### src/rtl/arch_defs_pkg.sv
// Shared architecture definitions for the SAP control path: sequencer states and
// default instruction-length constants agreed between decoder and sequencer.
package arch_defs_pkg;

    typedef enum logic [1:0] {
        S_IDLE  = 2'd0,
        S_FETCH = 2'd1,
        S_EXEC  = 2'd2,
        S_HALT  = 2'd3
    } seq_state_t;

    localparam int DEF_MAX_STEPS   = 8;
    localparam int DEF_FETCH_STEPS = 2;

endpackage

### src/rtl/sat_counter.sv
// Up-counter that sticks at all-ones instead of wrapping; synchronous clear.
module sat_counter #(
    parameter int WIDTH = 16
) (
    input  logic             clk,
    input  logic             rst_n,
    input  logic             inc,
    input  logic             clear,
    output logic [WIDTH-1:0] count
);

    logic [WIDTH-1:0] count_q;

    always_ff @(posedge clk or negedge rst_n) begin
        if (!rst_n) begin
            count_q <= '0;
        end else if (clear) begin
            count_q <= '0;
        end else if (inc && (count_q != '1)) begin
            count_q <= count_q + {{(WIDTH-1){1'b0}}, 1'b1};
        end
    end

    assign count = count_q;

endmodule

### src/rtl/microstep_sequencer.sv
// Variable-length microstep sequencer: fetch/execute step index, free-run and
// single-step modes, HLT/resume, retired-instruction counting and overrun flag.
module microstep_sequencer
    import arch_defs_pkg::*;
#(
    parameter  int MAX_STEPS   = DEF_MAX_STEPS,
    parameter  int FETCH_STEPS = DEF_FETCH_STEPS,
    parameter  int COUNT_WIDTH = 16,
    localparam int STEP_WIDTH  = $clog2(MAX_STEPS)
) (
    input  logic                   clk,
    input  logic                   reset,
    input  logic                   run_mode,
    input  logic                   step_pulse,
    input  logic                   decode_last,
    input  logic                   halt_req,
    input  logic                   resume,
    output logic [STEP_WIDTH-1:0]  step_out,
    output logic                   phase_fetch,
    output logic                   phase_exec,
    output logic                   halted,
    output logic                   instr_done,
    output logic [COUNT_WIDTH-1:0] instr_count,
    output logic                   step_overrun
);

    localparam logic [STEP_WIDTH-1:0] LAST_STEP  = STEP_WIDTH'(MAX_STEPS - 1);
    localparam logic [STEP_WIDTH-1:0] FETCH_LAST = STEP_WIDTH'(FETCH_STEPS - 1);
    localparam logic [STEP_WIDTH-1:0] STEP_ONE   = STEP_WIDTH'(1);

    seq_state_t            state_q;
    logic [STEP_WIDTH-1:0] step_q;
    logic                  done_q;
    logic                  overrun_q;
    logic                  retire_d;

    // An instruction retires on the edge that leaves S_EXEC, whether by HLT,
    // decoder end flag or the step ceiling.
    assign retire_d = (state_q == S_EXEC) &&
                      (halt_req || decode_last || (step_q == LAST_STEP));

    always_ff @(posedge clk or negedge reset) begin
        if (!reset) begin
            state_q   <= S_IDLE;
            step_q    <= '0;
            done_q    <= 1'b0;
            overrun_q <= 1'b0;
        end else begin
            done_q <= 1'b0;
            case (state_q)
                S_IDLE: begin
                    step_q <= '0;
                    if (run_mode || step_pulse) begin
                        state_q <= S_FETCH;
                    end
                end
                S_FETCH: begin
                    step_q <= step_q + STEP_ONE;
                    if (step_q == FETCH_LAST) begin
                        state_q <= S_EXEC;
                    end
                end
                S_EXEC: begin
                    if (halt_req) begin
                        state_q <= S_HALT;
                        step_q  <= '0;
                        done_q  <= 1'b1;
                    end else if (decode_last || (step_q == LAST_STEP)) begin
                        state_q <= run_mode ? S_FETCH : S_IDLE;
                        step_q  <= '0;
                        done_q  <= 1'b1;
                        if (!decode_last) begin
                            overrun_q <= 1'b1;
                        end
                    end else begin
                        step_q <= step_q + STEP_ONE;
                    end
                end
                S_HALT: begin
                    step_q <= '0;
                    if (resume) begin
                        state_q <= S_IDLE;
                    end
                end
                default: begin
                    state_q <= S_IDLE;
                    step_q  <= '0;
                end
            endcase
        end
    end

    sat_counter #(
        .WIDTH (COUNT_WIDTH)
    ) u_retired (
        .clk   (clk),
        .rst_n (reset),
        .inc   (retire_d),
        .clear (1'b0),
        .count (instr_count)
    );

    assign step_out     = step_q;
    assign phase_fetch  = (state_q == S_FETCH);
    assign phase_exec   = (state_q == S_EXEC);
    assign halted       = (state_q == S_HALT);
    assign instr_done   = done_q;
    assign step_overrun = overrun_q;

endmodule

### config.mk
export PLATFORM = sky130hd
export DESIGN_NAME = microstep_sequencer
export DESIGN_NICKNAME = d
export VERILOG_FILES = /design/src/rtl/arch_defs_pkg.sv /design/src/rtl/sat_counter.sv /design/src/rtl/microstep_sequencer.sv
export SDC_FILE = /design/constraint.sdc
export NUM_CORES = 1
export LEC_CHECK = 0
export BUFFER_PORTS_ARGS = -buffer_cell sky130_fd_sc_hd__buf_2
export CAP_MARGIN = 20
export CORE_ASPECT_RATIO = 0.8
export CORE_UTILIZATION = 50
export DETAILED_ROUTE_END_ITERATION = 6
export GPL_ROUTABILITY_DRIVEN = 0
export PLACE_DENSITY = 0.78
export SETUP_SLACK_MARGIN = 0.4
export SYNTH_ARGS = -nofsm -noshare
export SYNTH_HDL_FRONTEND = slang
export SYNTH_SLANG_ARGS = --single-unit
export TNS_END_PERCENT = 30
### constraint.sdc
create_clock -name clk -period 3.2 [get_ports clk]
set_input_delay 0.16 -clock clk [delete_from_list [all_inputs] [get_ports clk]]
set_output_delay 0.16 -clock clk [all_outputs]
set_load 0.005 [all_outputs]
* Yosys cells after proc, flatten, opt, wreduce, memory -nomap -nowiden
Cells that the tools add are included.
Storage, ports and cells: flip-flop bits (word level) 23, output and inout port bits 24, logic and storage cells 42
Cells by class: add/sub/neg operators 2, eq/ne operators 10, multiplexer cells 13, bitwise gates (word level) 2, reductions and logical operators 10
Operator list (count):
- adder 16 x 1 -> 16 bit, second input constant | 1
- != test 16 bit, second input constant | 1
- two-way mux 2 bit | 5
- case mux 3 bit (3 select lines) | 1
- case mux 2 bit (4 select lines) | 1
- AND reduction 4 bit | 2
- two-way mux 3 bit | 2
- equality test 2 bit, second input constant | 2
- logical OR 1 bit | 4
- two-way mux 1 bit | 4
- != test 2 bit, second input constant | 2
- adder 3 x 1 -> 3 bit, second input constant | 1
- equality test 3 x 1 -> 1 bit, second input constant | 1
- equality test 3 bit, second input constant | 1
- != test 3 x 2 -> 1 bit, second input constant | 1
- equality test 2 x 1 -> 1 bit, second input constant | 1
- logical AND 1 bit | 2
- zero test 2 bit | 1
- != test 2 x 1 -> 1 bit, second input constant | 1
- inverter 1 bit | 2
- OR reduction 2 bit | 1

* Longest topological paths before layout
Gate-level depths: netlist of the first run.
word-level depth 5, mapped depth 7, mapped depth without buffers 6

* Cells and area by module
A second synthesis of the first run with hierarchy kept.
Unflattened totals: cells, all modules 134, area total of the unflattened synthesis 1313.8 um^2
By module, submodules not included:
- sat_counter | times used 1, cells each 98, area an instance 942.2 um^2, sequential area each 400.4 um^2
- microstep_sequencer | times used 1, cells each 36, area an instance 371.6 um^2, sequential area each 175.2 um^2

* Least setup slack after synthesis of the first run
No wires, ideal clock.
kind register to register, start register step_q[0] (netlist: step_out[0]), end register u_retired.count_q[15] (netlist: u_retired.count[15]), data arrival time 1.869 ns, required time 3.121 ns, setup slack 1.251 ns, cell stages (with the launch flop) 8, buffers on the path 1, path through dfrtp_1 > ha_1 > ha_1 > nor3_1 > or4_1 > buf_2 > nor4b_2 > xor2_1
On the way: word-level cells in the longest chain between the ends 4
Ends and longest elaborated chain:
- start, declared | line microstep_sequencer.sv:32 | logic [STEP_WIDTH-1:0] step_q;
- start signal, assigned | line microstep_sequencer.sv:58 | step_q <= step_q + STEP_ONE;
- start signal, assigned | line microstep_sequencer.sv:76 | step_q <= step_q + STEP_ONE;
- equality test 3 bit | line microstep_sequencer.sv:40 | (halt_req || decode_last || (step_q == LAST_STEP));
- logical OR 1 bit | line microstep_sequencer.sv:40
- logical AND 1 bit | line microstep_sequencer.sv:39 | assign retire_d = (state_q == S_EXEC) &&
- logical AND 1 bit | line sat_counter.sv:19 | end else if (inc && (count_q != '1)) begin
- end signal, assigned | line sat_counter.sv:20 | count_q <= count_q + {{(WIDTH-1){1'b0}}, 1'b1};
- end, declared | line sat_counter.sv:12 | logic [WIDTH-1:0] count_q;
Every way passes these cells. A chain may end at the register's enable or synchronous reset.

* Worst setup path after layout of the first run
Same ends and word-level chain as after synthesis.

==> impl_metrics.json, run 1 <==
{
  "hpwl_mm": 1.61,
  "multiInputGateArea_um2": 539,
  "synthArstFlopShare": 1.00,
  "slowest_stage": "or4_1",
  "cts-htree-levels": 1,
  "synth_top_area_frac": 0.509,
  "post_drt_wl_per_cell_um": 12.6,
  "cp_common_cell": "ha_1",
  "ir_drop_v": 0.000508,
  "leakage_nw": 0.695,
  "netlist_instances": 106,
  "skew_ps": 11.0,
  "slowest_delay_ps": 640,
  "vias_per_cell": 5.39,
  "max_freq_mhz": 476,
  "synthTopCellsByCount": "dfrtp_1, xor2_1, nand2_1",
  "grt_setup_unrepaired": "false",
  "antenna_cells": 0,
  "relSlewSlack": 0.610,
  "antenna_found_initial": 0,
  "placed_area_um2": 1310,
  "start_util": 0.529,
  "cts_sinks": 23,
  "crit_buf_inv": 0,
  "area_growth_pct": 18.9,
  "cts_tree": "built",
  "core_um2": 2140,
  "required_ps": 3450,
  "slew_viol_final": 0,
  "critical_path_arrival_ps": 2350,
  "synth_seq_cells": 23,
  "p_int_mw": 0.503,
  "maxCapViolations": 0,
  "p_switching_mw": 0.264,
  "status": "complete, no violations",
  "setup.worst_path.class": "register to register",
  "tightestPinTransition_ps": 580,
  "drtIter0Drc": 13,
  "grt_pass1_wl_mm": 3.38,
  "pwr-share-clk": 0.172,
  "clockRootBuffer": "clkbuf_4",
  "io_buffers": 30,
  "worstSetupEndpointType": "register",
  "fp-row-count": 15,
  "switching_share": 0.344,
  "synth.most_common_cell": "dfrtp_1",
  "synthFlopType": "dfrtp_1",
  "yosysWarnings": 0,
  "synth_area_leaders": "dfrtp_1, xor2_1, ha_1, nand2_1, nand4_1",
  "avgSynthCellArea_um2": 10.7,
  "dieArea_um2": 2460,
  "syn-num-nets": 117,
  "grt_max_degree": 24,
  "clk_latency_ps": 320,
  "critical-path-top-delay-family": "simple AND/OR/NAND/NOR gates",
  "p_seq_frac": 0.543,
  "nFillCells": 173,
  "clk_path_buf_depth": 2,
  "postCtsSetupRepairBufs": 0,
  "synth_edf_count": 0,
  "wirelength_mm": 2.07,
  "vias": 890,
  "powerDensity_nw_per_um2": 570,
  "reg2regPathDepth": 6,
  "finalSetupViolCount": 0,
  "syn-cell-area_um2": 1130,
  "period_share": 0.656,
  "worstSetupStartpointType": "register",
  "combPwrFrac": 0.285,
  "track_usage": 0.199,
  "holdCritPathClass": "input port to register",
  "ios": 31,
  "crit_chain": "ha_1 -> ha_1 -> nor3_1 -> or4_1 -> nor4b_2 -> xor2_1",
  "route.detailed.drc": 0,
  "drive_gt1_frac": 0.264,
  "clk_pin_slew_worst_paths_ps": 130,
  "cts_made_buffers": 3,
  "grt_pass1_vias": 737,
  "whs_path_depth": 4,
  "worstPathMaxFanout": 6,
  "fin_crit_ps": 2100,
  "synth-seq-area-share": 0.509,
  "path_depth": 6,
  "dieWidth_um": 55.2,
  "ant_nets": 0,
  "die_h_um": 44.5,
  "drtPass1Iterations": 4,
  "finalNetCount": 152,
  "seq_area_um2": 576,
  "hold_viol_final": 0,
  "grt_overflow_total": 0,
  "setup_tns_ps": 0,
  "cts_resized": 0,
  "synth_top_area_cell": "dfrtp_1",
  "ys_types": 31,
  "finalInstanceArea_um2": 1350
}
==> registers in the layout, indices dropped and copies added (netlist names) <==
signal / cells
u_retired.count: 16
step_out: 3
state_q: 2
instr_done: 1
step_overrun: 1
==> metal layers <==
metal,vias to the layer above,GRT usage,routed length (um)
met4,0,0.0450,11
met1,413,0.289,1050
met2,23,0.282,911
li1,451,-,-
met3,3,0.0722,101
met5,-,0,0
==> worst register-to-register path, delay by kind of cell (launching register included) <==
kind / cells / cell delay [ps]
xor gates and xnor gates: 1 / 180
adders and majority gates: 2 / 380
DFF: 1 / 410
and+or+nand+nor: 3 / 1070
==> placed cells by master, fill, tap and decap left out, types with 3 or more instances in the layout <==
cell type and n:
nor3_1 6, clkbuf_4 3, buf_2 30, inv_1 3, dfrtp_1 23, ha_1 4, nor2_1 8, nand2_1 10
nand4_1 5, o21ai_0 5, xor2_1 12
==> cell families after synthesis <==
family | Yosys count | synth area share
flops | 23 | 0.509
xor+xnor | 12 | 0.0929
simple gates | 50 | 0.259
fa+ha+maj | 4 | 0.0442
buf+inv | 4 | 0.0144
mux | 2 | 0.0199
compound gates | 11 | 0.0608
==> power groups by stage <==
stage          Combinational [mW]  Clock (mW)  Sequential, mW
3_5_place_dp                0.220           0           0.421
5_1_grt                     0.257       0.151           0.430
3_3_place_gp                0.218           0           0.418
2_1_floorplan               0.123           0           0.413
4_1_cts                     0.223       0.139           0.415
6_report                    0.218       0.132           0.417
==> timing repair <==
| item | in CTS | in global routing |
|---|---|---|
| hold buffers | 1 | 0 |
| hold endpoints to repair | 23 | 0 |
| endpoints found under the setup margin | 0 | 0 |
==> final cells by class <==
class,instances,area share
clock buffers,3,0.0167
clock inverters,1,0.00372
inverters,3,0.00837
multi-input cells,79,0.401
flip-flops and latches,23,0.428
well taps,25,0.0233
repair buffers,31,0.119
==> path summary, 6_finish.rpt <==
path / start / end / slack, ps
setup / recovery: step_out[0] / u_retired.count[15] / 1100
hold / removal: resume / state_q[1] / 130
setup reg to reg: step_out[0] / u_retired.count[15] / 1100
hold reg to reg: step_overrun / step_overrun / 500
max in group asynchronous: reset / step_out[1] / 2530
min in group asynchronous: reset / u_retired.count[11] / 320
==> stage by stage <==
step,cells,utilization,worst slack (ps),hold slack (ps),power (mW)
after floorplan,106,-,1250,-136,0.536
after global placement,160,0.611,1170,151,0.636
after detailed placement,160,0.611,1090,157,0.642
after CTS,165,0.629,1080,122,0.778
after global routing,165,0.629,940,138,0.837
final,165,0.629,1100,131,0.767
No activity file was read; power rests on OpenSTA's default activity.
==> inputs of run 2 (changes only) <==
--- a/config.mk
+++ b/config.mk
@@ -8,10 +8,10 @@
 export BUFFER_PORTS_ARGS = -buffer_cell sky130_fd_sc_hd__buf_2
 export CAP_MARGIN = 20
 export CORE_ASPECT_RATIO = 0.8
-export CORE_UTILIZATION = 50
+export CORE_UTILIZATION = 46
 export DETAILED_ROUTE_END_ITERATION = 6
 export GPL_ROUTABILITY_DRIVEN = 0
-export PLACE_DENSITY = 0.78
+export PLACE_DENSITY = 0.75
 export SETUP_SLACK_MARGIN = 0.4
 export SYNTH_ARGS = -nofsm -noshare
 export SYNTH_HDL_FRONTEND = slang
==> constraint.sdc (replaced) <==
create_clock -name clk -period 1.8 [get_ports clk]
set_input_delay 0.09 -clock clk [delete_from_list [all_inputs] [get_ports clk]]
set_output_delay 0.09 -clock clk [all_outputs]
set_load 0.005 [all_outputs]
==> run 2 against run 1 <==
The run now ends with DRC, setup timing left. First-iteration DRC count grew 130%. Fmax is 13% higher. Sequential power is 71% higher. Worst setup slack worse by 1200 ps. Clock power up 83%. Design area is 20% higher. Global-route usage grew 2.4 points.
==> impl_metrics.json, run 2 (synthesized netlist as in run 1, its figures left out) <==
{
  "status": "finished, violations left",
  "violations": "DRC, setup timing",
  "ant_nets": 0,
  "tightestPinTransition_ps": 516,
  "final_common_cell": "buf_2",
  "track_usage": 0.223,
  "setup.worst_path.class": "register to register",
  "slew_viol_final": 0,
  "vias_per_cell": 5.58,
  "dieArea_um2": 2660,
  "cts_tree": "built",
  "clk_path_buf_depth": 2,
  "finalSetupViolCount": 5,
  "grt_overflow_total": 0,
  "hpwl_mm": 2.05,
  "worstPathMaxFanout": 8,
  "ios": 31,
  "vias": 1027,
  "antenna_found_initial": 0,
  "grt_pass1_wl_mm": 4.37,
  "grt_max_degree": 24,
  "clk_latency_ps": 310,
  "largest_reg_flops": 16,
  "leakage_nw": 0.810,
  "reg2regPathDepth": 4,
  "fp-row-count": 15,
  "antenna_cells": 0,
  "ir_drop_v": 0.000798,
  "hold_start": "step_pulse",
  "required_ps": 2040,
  "hold_viol_final": 0,
  "wirelength_mm": 2.82,
  "finalInstanceArea_um2": 1610,
  "reg2reg_to": "u_retired.count[15]",
  "grt_setup_unrepaired": "true",
  "final_cell_mix": "buf_2, dfrtp_1, buf_4, xor2_1, nand2_1",
  "nFillCells": 169,
  "r2r_slack_ps": -60,
  "r2r_start": "state_q[0]",
  "cts_sinks": 23,
  "power_mw": 1.56,
  "holdCritPathClass": "input port to register",
  "period_share": 1.04,
  "core_um2": 2230,
  "placed_area_um2": 1480,
  "grt_pass1_vias": 963,
  "whs_ps": 50.9,
  "drive_gt1_frac": 0.459,
  "postCtsSetupRepairBufs": 0,
  "place_inst": 179,
  "seq_area_um2": 577,
  "io_buffers": 30,
  "crit_end": "u_retired.count[15]",
  "route.detailed.drc": 1,
  "clk_pin_slew_worst_paths_ps": 120,
  "final_cells": 184,
  "relSlewSlack": 0.656,
  "cts_made_buffers": 3,
  "powerDensity_nw_per_um2": 968,
  "area_growth_pct": 42.3,
  "clockRootBuffer": "clkbuf_4",
  "dieWidth_um": 57.4,
  "worstSetupEndpointType": "register",
  "maxCapViolations": 0,
  "critical_path_arrival_ps": 2110,
  "die_h_um": 46.4,
  "post_drt_wl_per_cell_um": 15.3,
  "drtIter0Drc": 30,
  "finalNetCount": 171,
  "crit_start": "state_q[0]",
  "cts-htree-levels": 1,
  "drtPass1Iterations": 6,
  "skew_ps": 1.14,
  "worstSetupStartpointType": "register",
  "multiInputGateArea_um2": 657,
  "setup_ws_ps": -64.9,
  "fin_crit_ps": 1860,
  "start_util": 0.506,
  "max_freq_mhz": 536
}
-- run 2: cell count changes in the layout (fill, tap and decap cells not counted), sizes merged --
cell	delta
buf	+19
clkbuf	+1
clkinv	-1
-- run 2: power by group --
| group | leakage [nW] | switching, mW | internal (mW) | total, mW |
|---|---|---|---|---|
| logic | 0.499 | 0.283 | 0.321 | 0.604 |
| registers | 0.296 | 0.0955 | 0.616 | 0.711 |
| clock network | 0.0150 | 0.155 | 0.0866 | 0.242 |
-- run 2: worst max-delay path, cell delays in order (launching register included) --
cell      delay [ps]
dfrtp_1          480
nand4b_1         260
or4_4            650
nor4b_4          240
xor2_1           170
-- run 2: layout make-up --
| type | count | area share |
|---|---|---|
| tap | 25 | 0.0194 |
| clock buffer | 4 | 0.0163 |
| sequential | 23 | 0.358 |
| multi-input combinational | 79 | 0.408 |
| inverter | 3 | 0.00700 |
| timing repair buffer | 50 | 0.191 |
-- run 2: per-stage QoR --
step / utilization / setup TNS [ps] / setup slack, ps
final: 0.720 / -160 / -64.9
after global routing: 0.720 / -645 / -122
after CTS: 0.696 / -218 / -51.4
after detailed placement: 0.664 / -535 / -218
after global placement: 0.664 / -131 / -45.0
after floorplan: - / -171 / -51.5
-- run 2: worst min path at each step --
stage / to / slack (ps) / depth (start not counted)
2_1_floorplan: instr_done / -210 / 0
3_3_place_gp: state_q[0] / 80 / 1
4_1_cts: state_q[0] / 50 / 3
6_report: state_q[0] / 50 / 3
3_5_place_dp: u_retired.count[4] / 90 / 1
5_1_grt: state_q[0] / 80 / 3
-- run 2: routing by layer --
| metal | track usage | share of wire | up-vias |
|---|---|---|---|
| met5 | 0 | 0 | - |
| met4 | 0.0732 | 0.017 | 0 |
| met3 | 0.0421 | 0.033 | 6 |
| met2 | 0.370 | 0.50 | 22 |
| met1 | 0.299 | 0.45 | 511 |
| li1 | - | - | 488 |
-- run 2: repair_timing --
item	4_1_cts	5_1_grt
endpoints found under the setup margin	18	23
cloned	0	0
gates resized for setup	10	15
pin swaps	3	9
endpoints found under the hold margin	23	0
hold buffers	1	0
